### config.mk
export PLATFORM = sky130hd
export DESIGN_NAME = branch_predictor
export DESIGN_NICKNAME = d
export VERILOG_FILES = /design/src/rtl/branch_predictor.sv
export SDC_FILE = /design/constraint.sdc
export NUM_CORES = 1
export LEC_CHECK = 0
export CAP_MARGIN = 5
export CELL_PAD_IN_SITES_DETAIL_PLACEMENT = 2
export CELL_PAD_IN_SITES_GLOBAL_PLACEMENT = 2
export CORE_MARGIN = 1.5
export CORE_UTILIZATION = 30
export CTS_CLUSTER_DIAMETER = 80
export DETAILED_ROUTE_END_ITERATION = 8
export GPL_TIMING_DRIVEN = 1
export PLACE_DENSITY = 0.66
export SYNTH_ARGS = -nofsm -noshare
export SYNTH_HDL_FRONTEND = slang
export SYNTH_SLANG_ARGS = --single-unit
### constraint.sdc
create_clock -name clk -period 6.1 [get_ports clk]
set_input_delay 0.61 -clock clk [delete_from_list [all_inputs] [get_ports clk]]
set_output_delay 0.61 -clock clk [all_outputs]
set_load 0.05 [all_outputs]
### src/rtl/branch_predictor.sv
//==============================================================================
// Module : branch_predictor
// 16-entry direct-mapped BTB with 2-bit counters; optional gshare counter
// indexing and history repair enabled by macro BP_GSHARE_EN.
// Rev    : 1.0
//==============================================================================
`default_nettype none

module branch_predictor (
    input  logic        clk,
    input  logic        rst_n,
    input  logic [31:0] if_pc,
    output logic        pred_taken,
    output logic [31:0] pred_target,
    output logic [3:0]  pred_ghr,
    input  logic        upd_valid,
    input  logic [31:0] upd_pc,
    input  logic [31:0] upd_target,
    input  logic        upd_taken,
    input  logic        upd_pred_taken,
    input  logic [31:0] upd_pred_target,
    input  logic [3:0]  upd_ghr,
    output logic        mispredict,
    output logic [31:0] redirect_pc,
    output logic [15:0] mispred_cnt
);

    localparam int unsigned ENTRIES   = 16;
    localparam int unsigned TAG_W     = 26;
    localparam logic [1:0]  CTR_RESET = 2'b01;
    localparam logic [1:0]  CTR_ALLOC = 2'b10;
    localparam logic [1:0]  CTR_MAX   = 2'b11;
    localparam logic [1:0]  CTR_MIN   = 2'b00;
    localparam logic [15:0] CNT_MAX   = 16'hFFFF;

    logic [ENTRIES-1:0] r_valid;
    logic [TAG_W-1:0]   r_tag    [ENTRIES];
    logic [31:0]        r_target [ENTRIES];
    logic [1:0]         r_ctr    [ENTRIES];
    logic [15:0]        r_mispred_cnt;

    logic [3:0]  w_lk_idx;
    logic [3:0]  w_lk_cidx;
    logic [3:0]  w_up_idx;
    logic [3:0]  w_up_cidx;
    logic [3:0]  w_ghr;
    logic        w_lk_hit;
    logic        w_up_hit;
    logic [31:0] w_if_pc_plus4;
    logic [31:0] w_upd_pc_plus4;

    assign w_lk_idx = if_pc[5:2];
    assign w_up_idx = upd_pc[5:2];

`ifdef BP_GSHARE_EN
    logic [3:0] r_ghr;

    // A mispredict rebuilds history from the branch's own snapshot so that
    // outcomes shifted in on the wrong path are discarded.
    always_ff @(posedge clk or negedge rst_n) begin
        if (!rst_n) begin
            r_ghr <= 4'b0000;
        end else if (upd_valid) begin
            if (mispredict) begin
                r_ghr <= {upd_ghr[2:0], upd_taken};
            end else begin
                r_ghr <= {r_ghr[2:0], upd_taken};
            end
        end
    end

    assign w_ghr     = r_ghr;
    assign w_lk_cidx = w_lk_idx ^ r_ghr;
    assign w_up_cidx = w_up_idx ^ upd_ghr;

    logic w_unused;
    assign w_unused = ^{if_pc[1:0], upd_pc[1:0]};
`else
    assign w_ghr     = 4'b0000;
    assign w_lk_cidx = w_lk_idx;
    assign w_up_cidx = w_up_idx;

    logic w_unused;
    assign w_unused = ^{upd_ghr, if_pc[1:0], upd_pc[1:0]};
`endif

    assign w_if_pc_plus4  = if_pc + 32'd4;
    assign w_upd_pc_plus4 = upd_pc + 32'd4;

    assign w_lk_hit = r_valid[w_lk_idx] && (r_tag[w_lk_idx] == if_pc[31:6]);
    assign w_up_hit = r_valid[w_up_idx] && (r_tag[w_up_idx] == upd_pc[31:6]);

    assign pred_taken  = w_lk_hit && r_ctr[w_lk_cidx][1];
    assign pred_target = pred_taken ? r_target[w_lk_idx] : w_if_pc_plus4;
    assign pred_ghr    = w_ghr;

    assign mispredict  = upd_valid &&
                         ((upd_taken != upd_pred_taken) ||
                          (upd_taken && (upd_target != upd_pred_target)));
    assign redirect_pc = upd_taken ? upd_target : w_upd_pc_plus4;
    assign mispred_cnt = r_mispred_cnt;

    always_ff @(posedge clk or negedge rst_n) begin
        if (!rst_n) begin
            r_valid <= '0;
            for (int i = 0; i < ENTRIES; i++) begin
                r_ctr[i] <= CTR_RESET;
            end
        end else if (upd_valid) begin
            if (w_up_hit) begin
                if (upd_taken && (r_ctr[w_up_cidx] != CTR_MAX)) begin
                    r_ctr[w_up_cidx] <= r_ctr[w_up_cidx] + 2'b01;
                end else if (!upd_taken && (r_ctr[w_up_cidx] != CTR_MIN)) begin
                    r_ctr[w_up_cidx] <= r_ctr[w_up_cidx] - 2'b01;
                end
            end else if (upd_taken) begin
                r_valid[w_up_idx]  <= 1'b1;
                r_ctr[w_up_cidx]   <= CTR_ALLOC;
            end
        end
    end

    // Tag/target writes during reset are harmless: valid stays clear and
    // any later allocation rewrites both fields.
    always_ff @(posedge clk) begin
        if (upd_valid && upd_taken) begin
            r_tag[w_up_idx]    <= upd_pc[31:6];
            r_target[w_up_idx] <= upd_target;
        end
    end

    always_ff @(posedge clk or negedge rst_n) begin
        if (!rst_n) begin
            r_mispred_cnt <= 16'h0000;
        end else if (mispredict && (r_mispred_cnt != CNT_MAX)) begin
            r_mispred_cnt <= r_mispred_cnt + 16'h0001;
        end
    end

endmodule

`default_nettype wire

==> metrics.txt, run 1 <==
worst hold path type=in -> async; setup repair after global routing missed its margin=no; Slew @ Worst Pin=1030 ps; root buffer cell=clkbuf_16; global-route met1 utilization=28.0%; crit-path max FO=41; Antenna Nets Post-Route=0; CP cell instances=buf_6, buf_4, mux4_2, mux2i_1, xnor2_1, o31ai_1, nand4_1, nor4_4, buf_12, mux2_2, buf_4; Fmax achieved=187 MHz; cts bufs inserted=111; Post-synth EDFFs=between 900 and 1000; ys async rst share=6.45%; TritonRoute pass-1 iters=5; status=finished, final reports clean; vias per cell=5.55; placer congestion estimate=approximately 0.8; area delta synth->final=19.5%; # rows=between 100 and 150; initial antenna violation count=13; Peak VDD IR=275 µV; setup-violating endpoint count in the final report=0; sequential cell area fraction in the yosys report=66.2%; max incr delay on CP=800 ps; leak pwr=17.0 nW; nets=2710; Setup Buffers After CTS=0; first-pass GRT wire length=222 mm; Initial Utilization=30.2%; most used cell, CP=buf_4; GR Overflow Total=0; Final Power=16.3 mW; 1st-iter DRT viols=2606; Final Max Tran Viols=0; Clock transition at path regs=60 ps; vias in the first global route=between 20000 and 30000; share of cells above drive strength 1=just over 30%; FF-to-FF setup slack=approximately 1700 ps; H-tree Lvls=3; dominant cell by count in the synthesized netlist=edfxtp_1; WS Path Type=in -> out; Hold Fails Final Rpt=0; max-capacitance violation count=0; RR Endpoint=r_ctr[19]; Post-Route WL=158 mm; Ys Warns=0; die width=388 µm; reg2reg path depth=10; top_reg_cell synth=edfxtp_1; Crit path arrival time=4750 ps; syn avg cell area=19.5 µm²; post-layout minimum cycle time=5360 ps; Pwr Density=306 nW/µm²; flops & latches, synth=992; Mapped Area=44500 µm²; synthesized instance count=about 2300; Clock Tree Buf Depth=3; largest net degree at the start of global routing=76; required time of the critical path=5490 ps; DRC=0; CTS Hold Buffers Added=0; CTS-repair resized insts=0; placed wire-length estimate=between 90 and 100 mm; CP Capture Type=output pin; top cells by count, synth=edfxtp_1, mux4_2, nand2_1, xnor2_1, clkbuf_1; GRT Max-Usage Layer=met2; synth top area cells=edfxtp_1, mux4_2, dfrtp_1, xnor2_1, mux2_2; top-area cell type share of the netlist area=62.6%; Avg WL per Cell=34.3 µm; r2r startpoint=r_tag[13][3]; I/O pin count=223; slowest CP cell=o31ai_1; Hold WS=112 ps; Placeable Area=around 150000 µm²; Layout Skew=60.1 ps; CTS tree=done; routed via count=25501; Total Routing Usage GR=20.8%; clk_lat worst skew=between 700 and 800 ps; chip height=between 300 and 400 µm; fin crit share=approximately 88%; met3 usage=around 3.8%; I/O Buffers=214; worst relative slew slack=31.3%; CP Launch Type=primary input; CTS Sinks=992; Die ar.=151000 µm²; cell taking the most area after synthesis=edfxtp_1; synth unique cells=between 60 and 70; GR Util met2=a little over a third
cell usage in the layout, fill, tap and decap left out, types with 8 or more instances in the layout:
master,instances
mux2_2,68
clkbuf_1,24
mux4_2,391
clkdlybuf4s50_1,165
clkinv_2,16
dfrtp_1,48
nand4_1,26
ha_1,8
nand3_1,50
nand2_1,90
mux2i_1,75
xnor2_1,90
buf_4,120
bufinv_16,12
a31o_2,11
a2bb2oi_1,11
inv_1,9
buf_12,27
clkbuf_16,111
nor3_1,8
clkinv_1,25
and3_1,14
nor2b_1,16
a211oi_1,10
edfxtp_1,928
a21oi_1,14
and3_4,11
dfstp_2,16
nor4_1,10
xor2_1,72
nor2_1,32
o21ai_0,38
worst max-delay path by stage:
stage / to / slack (ps) / cells past startpoint / start
finish: pred_target[7] / 740 / 11 / if_pc[4]
global placement: pred_target[7] / 870 / 14 / if_pc[2]
floorplan: r_ctr[13] / -1220 / 12 / upd_pc[5]
global route: pred_target[3] / 700 / 13 / if_pc[2]
CTS: pred_target[7] / 850 / 12 / if_pc[2]
detailed placement: r_ctr[23] / 740 / 11 / upd_pc[3]
power breakdown:
group	switching (mW)	internal, mW	leakage, nW
Sequential	0.103	7.59	9.10
Clock	2.92	3.92	1.79
Combinational	1.04	0.689	6.12
per-stage QoR:
stage | worst slack (ps) | instances | TNS, ps | area, µm² | utilization, %
finish | 742 | 4592 | 0 | 53200 | 36.1
global route | 696 | 4591 | 0 | 53200 | 36.1
CTS | 847 | 4591 | 0 | 53200 | 36.1
detailed placement | 743 | 4382 | 0 | 49500 | 33.6
global placement | 870 | 4382 | 0 | 49500 | 33.6
floorplan | -1220 | 2285 | -101210 | 44500 | -
sequential cells by signal, summed over array words and instances (netlist names):
register / count
r_target: 512
r_tag: 416
r_ctr: 32
mispred_cnt: 16
r_valid: 16
area by class of cell:
type | count | area, µm²
multi-input combinational | 1131 | 14400
clock buffer | 138 | 2910
timing repair buffer | 319 | 3160
tap | 1930 | 2410
inverter | 10 | 37.5
sequential | 992 | 29500
antenna | 1 | 2.50
clock inverter | 71 | 795
fill | 14278 | 94300
per-layer routing:
layer	wire length (µm)	vias up
met3	9870	202
met4	3430	10
met5	71	-
met2	78400	957
li1	-	10060
met1	65800	14272
cells by family (layout without fill, tap and decap cells):
kind of cell / after synthesis / in the layout / synth area share, %
other: 1 / 5 / 0.00842
AOI/OAI and AO/OA: 130 / 130 / 2.08
and+or+nand+nor: 287 / 287 / 3.28
adders and majority gates: 8 / 8 / 0.225
muxes: 540 / 540 / 23.3
buffers and inverters: 162 / 538 / 1.68
xor gates and xnor gates: 162 / 162 / 3.19
DFF: 992 / 992 / 66.2
worst max-delay path: cells and delay by family:
| kind | cells | cell delay [ps] |
|---|---|---|
| AOI/OAI and AO/OA | 1 | 800 |
| and+or+nand+nor | 2 | 610 |
| muxes | 3 | 990 |
| buffers and inverters | 4 | 1480 |
| xor gates and xnor gates | 1 | 110 |
No activity file was read; power rests on OpenSTA's default activity.
==> run 2, diff against run 1 <==
- CORE_ASPECT_RATIO: not set -> 0.5
- SLEW_MARGIN: not set -> 20
- clock period: 6.1 -> 5.7 ns (I/O delays scaled with it)
==> metrics.txt, run 2 (same netlist as run 1, synthesis figures left out) <==
Final Max Tran Viols=0 (unchanged); worst hold path type=in -> async; TritonRoute pass-1 iters=5 (unchanged); reg2reg path depth=9 (-1); Final Cell Area=53200 µm² (about the same); CP Launch Type=primary input; commonest non-fill, non-tap cells in the layout=edfxtp_1, mux4_2, clkdlybuf4s50_1; clk_lat worst skew=740 ps (about the same); nets=2732 (+0.81%); Die ar.=151000 µm² (about the same); CTS Sinks=992 (unchanged); status=finished, final reports clean; leak pwr=17.1 nW (+0.34%); Layout Skew=52.7 ps (-7.40 ps); Final Power=17.1 mW (+5.0%); fin crit share=89.2%; CTS Hold Buffers Added=0 (unchanged); cts bufs inserted=102 (-8.1%); max-capacitance violation count=0 (unchanged); worst relative slew slack=24.3% (-7.1 points); commonest non-fill, non-tap cell in the layout=edfxtp_1; Peak VDD IR=238 µV (-13%); FILL cells=14142 (-0.95%); largest net degree at the start of global routing=72 (-5.3%); Pwr Density=321 nW/µm² (+4.9%); CTS tree=done; Fmax achieved=just under 200 MHz; first-pass GRT wire length=221 mm (-0.50%); max reg flops=512 (unchanged); placed cell areas=49800 µm² (+0.54%); Avg WL per Cell=34.2 µm (-0.52%); placer congestion estimate=0.820 (-0.44%); WS Path Type=in -> out; Slew @ Worst Pin=1130 ps (+102 ps); die width=548 µm (+41%); share of cells above drive strength 1=32.4% (+1.4 points); # rows=99 (-30%); initial antenna violation count=5 (-8); chip height=275 µm (-29%); placed wire-length estimate=98.6 mm (-0.53%); Placeable Area=147000 µm² (-0.64%); DRC=0 (unchanged); Post-Route WL=159 mm (+0.63%); vias per cell=5.45 (-1.9%); CTS-repair resized insts=0 (unchanged); post-layout minimum cycle time=around 5100 ps; required time of the critical path=5130 ps (-360 ps); Largest regs=r_target: 512 flops, r_tag: 416 flops, r_ctr: 32 flops; Util after Layout=36.3% (+0.26 points); setup repair after global routing missed its margin=no; vias in the first global route=27372 (-0.72%); CP Capture Type=output pin; setup-violating endpoint count in the final report=0 (unchanged); 1st-iter DRT viols=2499 (-4.1%); I/O pin count=223 (unchanged); Crit path arrival time=4510 ps (-240 ps); Antenna Nets Post-Route=0 (unchanged); Setup Buffers After CTS=0 (unchanged); Initial Utilization=30.4% (+0.20 points); Hold Fails Final Rpt=0 (unchanged); FF+latch area=29500 µm² (unchanged); routed via count=25314 (-0.73%); H-tree Lvls=3 (unchanged); I/O Buffers=214 (unchanged); Largest Register=r_target; Multi-input gate area=14400 µm² (unchanged); GR Overflow Total=0 (unchanged); crit-path max FO=39 (-4.9%); root buffer cell=clkbuf_16; Clock transition at path regs=60 ps (about the same); area delta synth->final=19.6% (about the same); Clock Tree Buf Depth=3 (unchanged); Total Routing Usage GR=20.9% (+0.13 points)
[run 2: cell type report]
type / count / area share, %
Antenna cell: 1 / 0.00470
Inverter: 10 / 0.0705
Sequential cell: 992 / 55.4
Clock inverter: 62 / 1.30
Clock buffer: 130 / 5.22
Timing Repair Buffer: 350 / 6.35
Multi-Input combinational cell: 1131 / 27.0
Tap cell: 1969 / 4.63
[run 2: worst max-delay path, cell delays in order]
cell and delay, ps:
buf_8 420, buf_4 400, mux4_2 530, nor2b_1 140, a211oi_1 290, a21oi_1 150, xor2_1 170, nor4_1 230
nand4_1 190, nor4_4 360, buf_12 320, mux2_2 430, buf_4 200
[run 2: path summary, 6_finish.rpt]
| check | startpoint | slack, ps | end |
|---|---|---|---|
| max reg2reg | r_tag[13][20] | 1460 | r_ctr[17] |
| max | if_pc[2] | 620 | pred_target[4] |
| min reg2reg | r_valid[14] | 510 | r_valid[14] |
| min in group clk | r_valid[14] | 510 | r_valid[14] |
| min | rst_n | 70 | mispred_cnt[10] |
| max in group asynchronous | rst_n | 5010 | r_valid[2] |
[run 2: per-stage QoR]
stage	instances	hold WS, ps	TNS [ps]	setup slack [ps]
2_1_floorplan	2285	274	-144410	-1580
3_3_place_gp	4452	474	0	563
3_5_place_dp	4452	482	0	565
4_1_cts	4644	53.9	0	607
5_1_grt	4644	95.3	0	387
6_report	4645	66.0	0	616
[run 2: layer usage]
metal  vias to the layer above  wire, µm  global-route usage (%)  part of all wire, %
met2                       879     79000                    35.9                   50
li1                      10086         -                       -                    -
met4                         2      4970                    6.37                  3.1
met5                         -         9                       0               0.0057
met1                     14138     66500                    27.5                   42
met3                       209      8210                    3.12                  5.2
[run 2: report_power, final]
part	internal, mW	switching [mW]
clock	3.90	3.08
combinational	0.752	1.11
sequential	8.12	0.113
total	12.8	4.31
==> run 3, diff against run 2 <==
- PLACE_DENSITY: 0.66 -> 0.68
- clock period: 5.7 -> 4.4 ns (I/O delays scaled with it)
==> metrics.txt, run 3 (same netlist as run 1, synthesis figures left out) <==
top layer in use=met5; worst hold path type=in -> async; fin crit share=108%; Pwr Density=396 nW/µm² (+23%); status=finished, violations left; CP Capture Type=output pin; slowest CP cell=mux4_2; share of cells above drive strength 1=35.1% (+2.6 points); TritonRoute pass-1 iters=5 (unchanged); crit-path max FO=7 (-82%); FILL cells=14156 (+0.099%); Final Max Tran Viols=0 (unchanged); first-pass GRT wire length=220 mm (-0.23%); setup-violating endpoint count in the final report=32 (+32); # rows=99 (unchanged); Place WS=-335 ps (-900 ps); WP buf/inv=6 (+2); Avg WL per Cell=33.0 µm (-3.4%); failing checks=setup timing; max incr delay on CP=540 ps (about the same); worst relative slew slack=45.3% (+21 points); Post-Route WL=157 mm (-1.1%); most used cell, CP=buf_12; Fmax achieved=211 MHz; Met1 Wirelength=65.7 mm (-1.1%); Total Routing Usage GR=20.6% (-0.25 points); Largest Register=r_target; setup repair after global routing missed its margin=yes; Hold WS=270 ps (+204 ps); placer congestion estimate=0.808 (-1.5%); area delta synth->final=22.2%; Die ar.=151000 µm² (unchanged); CTS tree=done; 1st-iter DRT viols=2847 (+14%); post-layout minimum cycle time=4740 ps; vias in the first global route=28258 (+3.2%); commonest non-fill, non-tap cells in the layout=edfxtp_1, mux4_2, buf_4; placed wire-length estimate=99.1 mm (+0.47%); GR Overflow Total=0 (unchanged); clk_lat worst skew=730 ps (about the same); Met3 Routed Length=9.53 mm (+16%); root buffer cell=clkbuf_16; routed via count=26138 (+3.3%); Clock transition at path regs=60 ps (about the same); initial antenna violation count=12 (+7); Initial Utilization=30.4% (unchanged); worst setup margin=-343 ps (-959 ps); H-tree Lvls=3 (unchanged); leak pwr=17.8 nW (+4.0%); commonest non-fill, non-tap cell in the layout=edfxtp_1; Peak VDD IR=290 µV (+22%); CP Launch Type=flop; die width=548 µm (unchanged); vias per cell=5.50 (+0.89%); required time of the critical path=3960 ps (-1170 ps); cts bufs inserted=98 (-3.9%); WS Path Type=reg -> out; Layout Skew=42.4 ps (-10.2 ps); Placeable Area=147000 µm² (unchanged); largest net degree at the start of global routing=61 (-15%); Clock Tree Buf Depth=3 (unchanged); chip height=275 µm (unchanged); met2 routed WL=77.2 mm (-2.3%); Largest regs=r_target: 512 flops, r_tag: 416 flops, r_ctr: 32 flops; Crit path arrival time=4300 ps (-210 ps); I/O Buffers=214 (unchanged); I/O pin count=223 (unchanged); max-capacitance violation count=0 (unchanged); DRC=0 (unchanged); top cell family by delay on the critical path=multiplexers; Slew @ Worst Pin=821 ps (-311 ps); Post-Route Setup TNS=-9870 ps (-9870 ps); Antenna Nets Post-Route=0 (unchanged); max reg flops=512 (unchanged); CP cell instances=mux4_2, mux4_2, xnor2_2, nand2_2, nor4_2, buf_4, nand4_1, buf_4, nor4_4, buf_12, buf_12, buf_6, mux2i_4, buf_12; nets=2849 (+4.3%); Hold Fails Final Rpt=0 (unchanged); CTS Sinks=992 (unchanged)
==> run 3: what timing repair did <==
action,in CTS,in global routing
gates cloned,2,0
endpoints found under the hold margin,32,0
setup endpoints to repair,33,33
resized for setup,64,3
pin swaps,8,2
hold buffers,1,0
setup buffers,6,0
==> run 3: per-stage QoR <==
stage / util (%) / power, mW / cell area (µm²) / std cells
after floorplan: - / 12.2 / 44600 / 2285
after global placement: 34.8 / 13.3 / 51000 / 4564
after detailed placement: 34.8 / 13.4 / 51000 / 4564
after CTS: 37.1 / 21.7 / 54400 / 4753
after global routing: 37.1 / 22.1 / 54400 / 4753
final: 37.2 / 21.6 / 54400 / 4754
==> run 3: path summary, 6_finish.rpt <==
kind | end | cells past startpoint | start | slack, ps
hold reg to reg | r_valid[5] | 1 | r_valid[5] | 490
max in group asynchronous | r_ctr[2] | 3 | rst_n | 3270
min in group clk | r_tag[2][14] | 1 | upd_pc[20] | 490
setup / recovery | pred_target[2] | 14 | r_tag[12][24] | -340
hold / removal | r_valid[6] | 2 | rst_n | 270
setup reg to reg | r_ctr[25] | 13 | r_tag[5][3] | 360
==> run 3: final cells by class <==
class,count,area [µm²],area share [%]
Clock buffer,130,2600,4.78
Antenna cell,1,2.50,0.00460
Timing Repair Buffer,471,4850,8.92
Sequential cell,992,29500,54.2
Multi-Input combinational cell,1131,14500,26.6
Inverter,10,37.5,0.0690
Tap cell,1969,2460,4.53
Clock inverter,50,485,0.892
==> run 3: worst reg2reg max path, cell delays in order, from the launching register on <==
cell	delay (ps)
edfxtp_1	420
mux4_2	470
mux2i_1	190
xor2_1	160
buf_4	150
nand4_1	210
or4_1	720
a2111oi_4	390
buf_4	230
nand4_4	140
buf_12	180
buf_4	140
a2bb2oi_1	170
mux2_2	320
==> run 3: power breakdown <==
group	switching, mW	internal, mW	leakage [nW]
clock network	3.86	4.49	1.50
logic	1.46	1.09	7.14
registers	0.147	10.5	9.10
==> run 3: per-layer routing <==
metal  vias to the layer above  GRT usage, %
met2                      1040          34.8
met4                         8          5.82
met1                     14516          27.8
li1                      10345             -
met3                       229          3.14
met5                         -             0
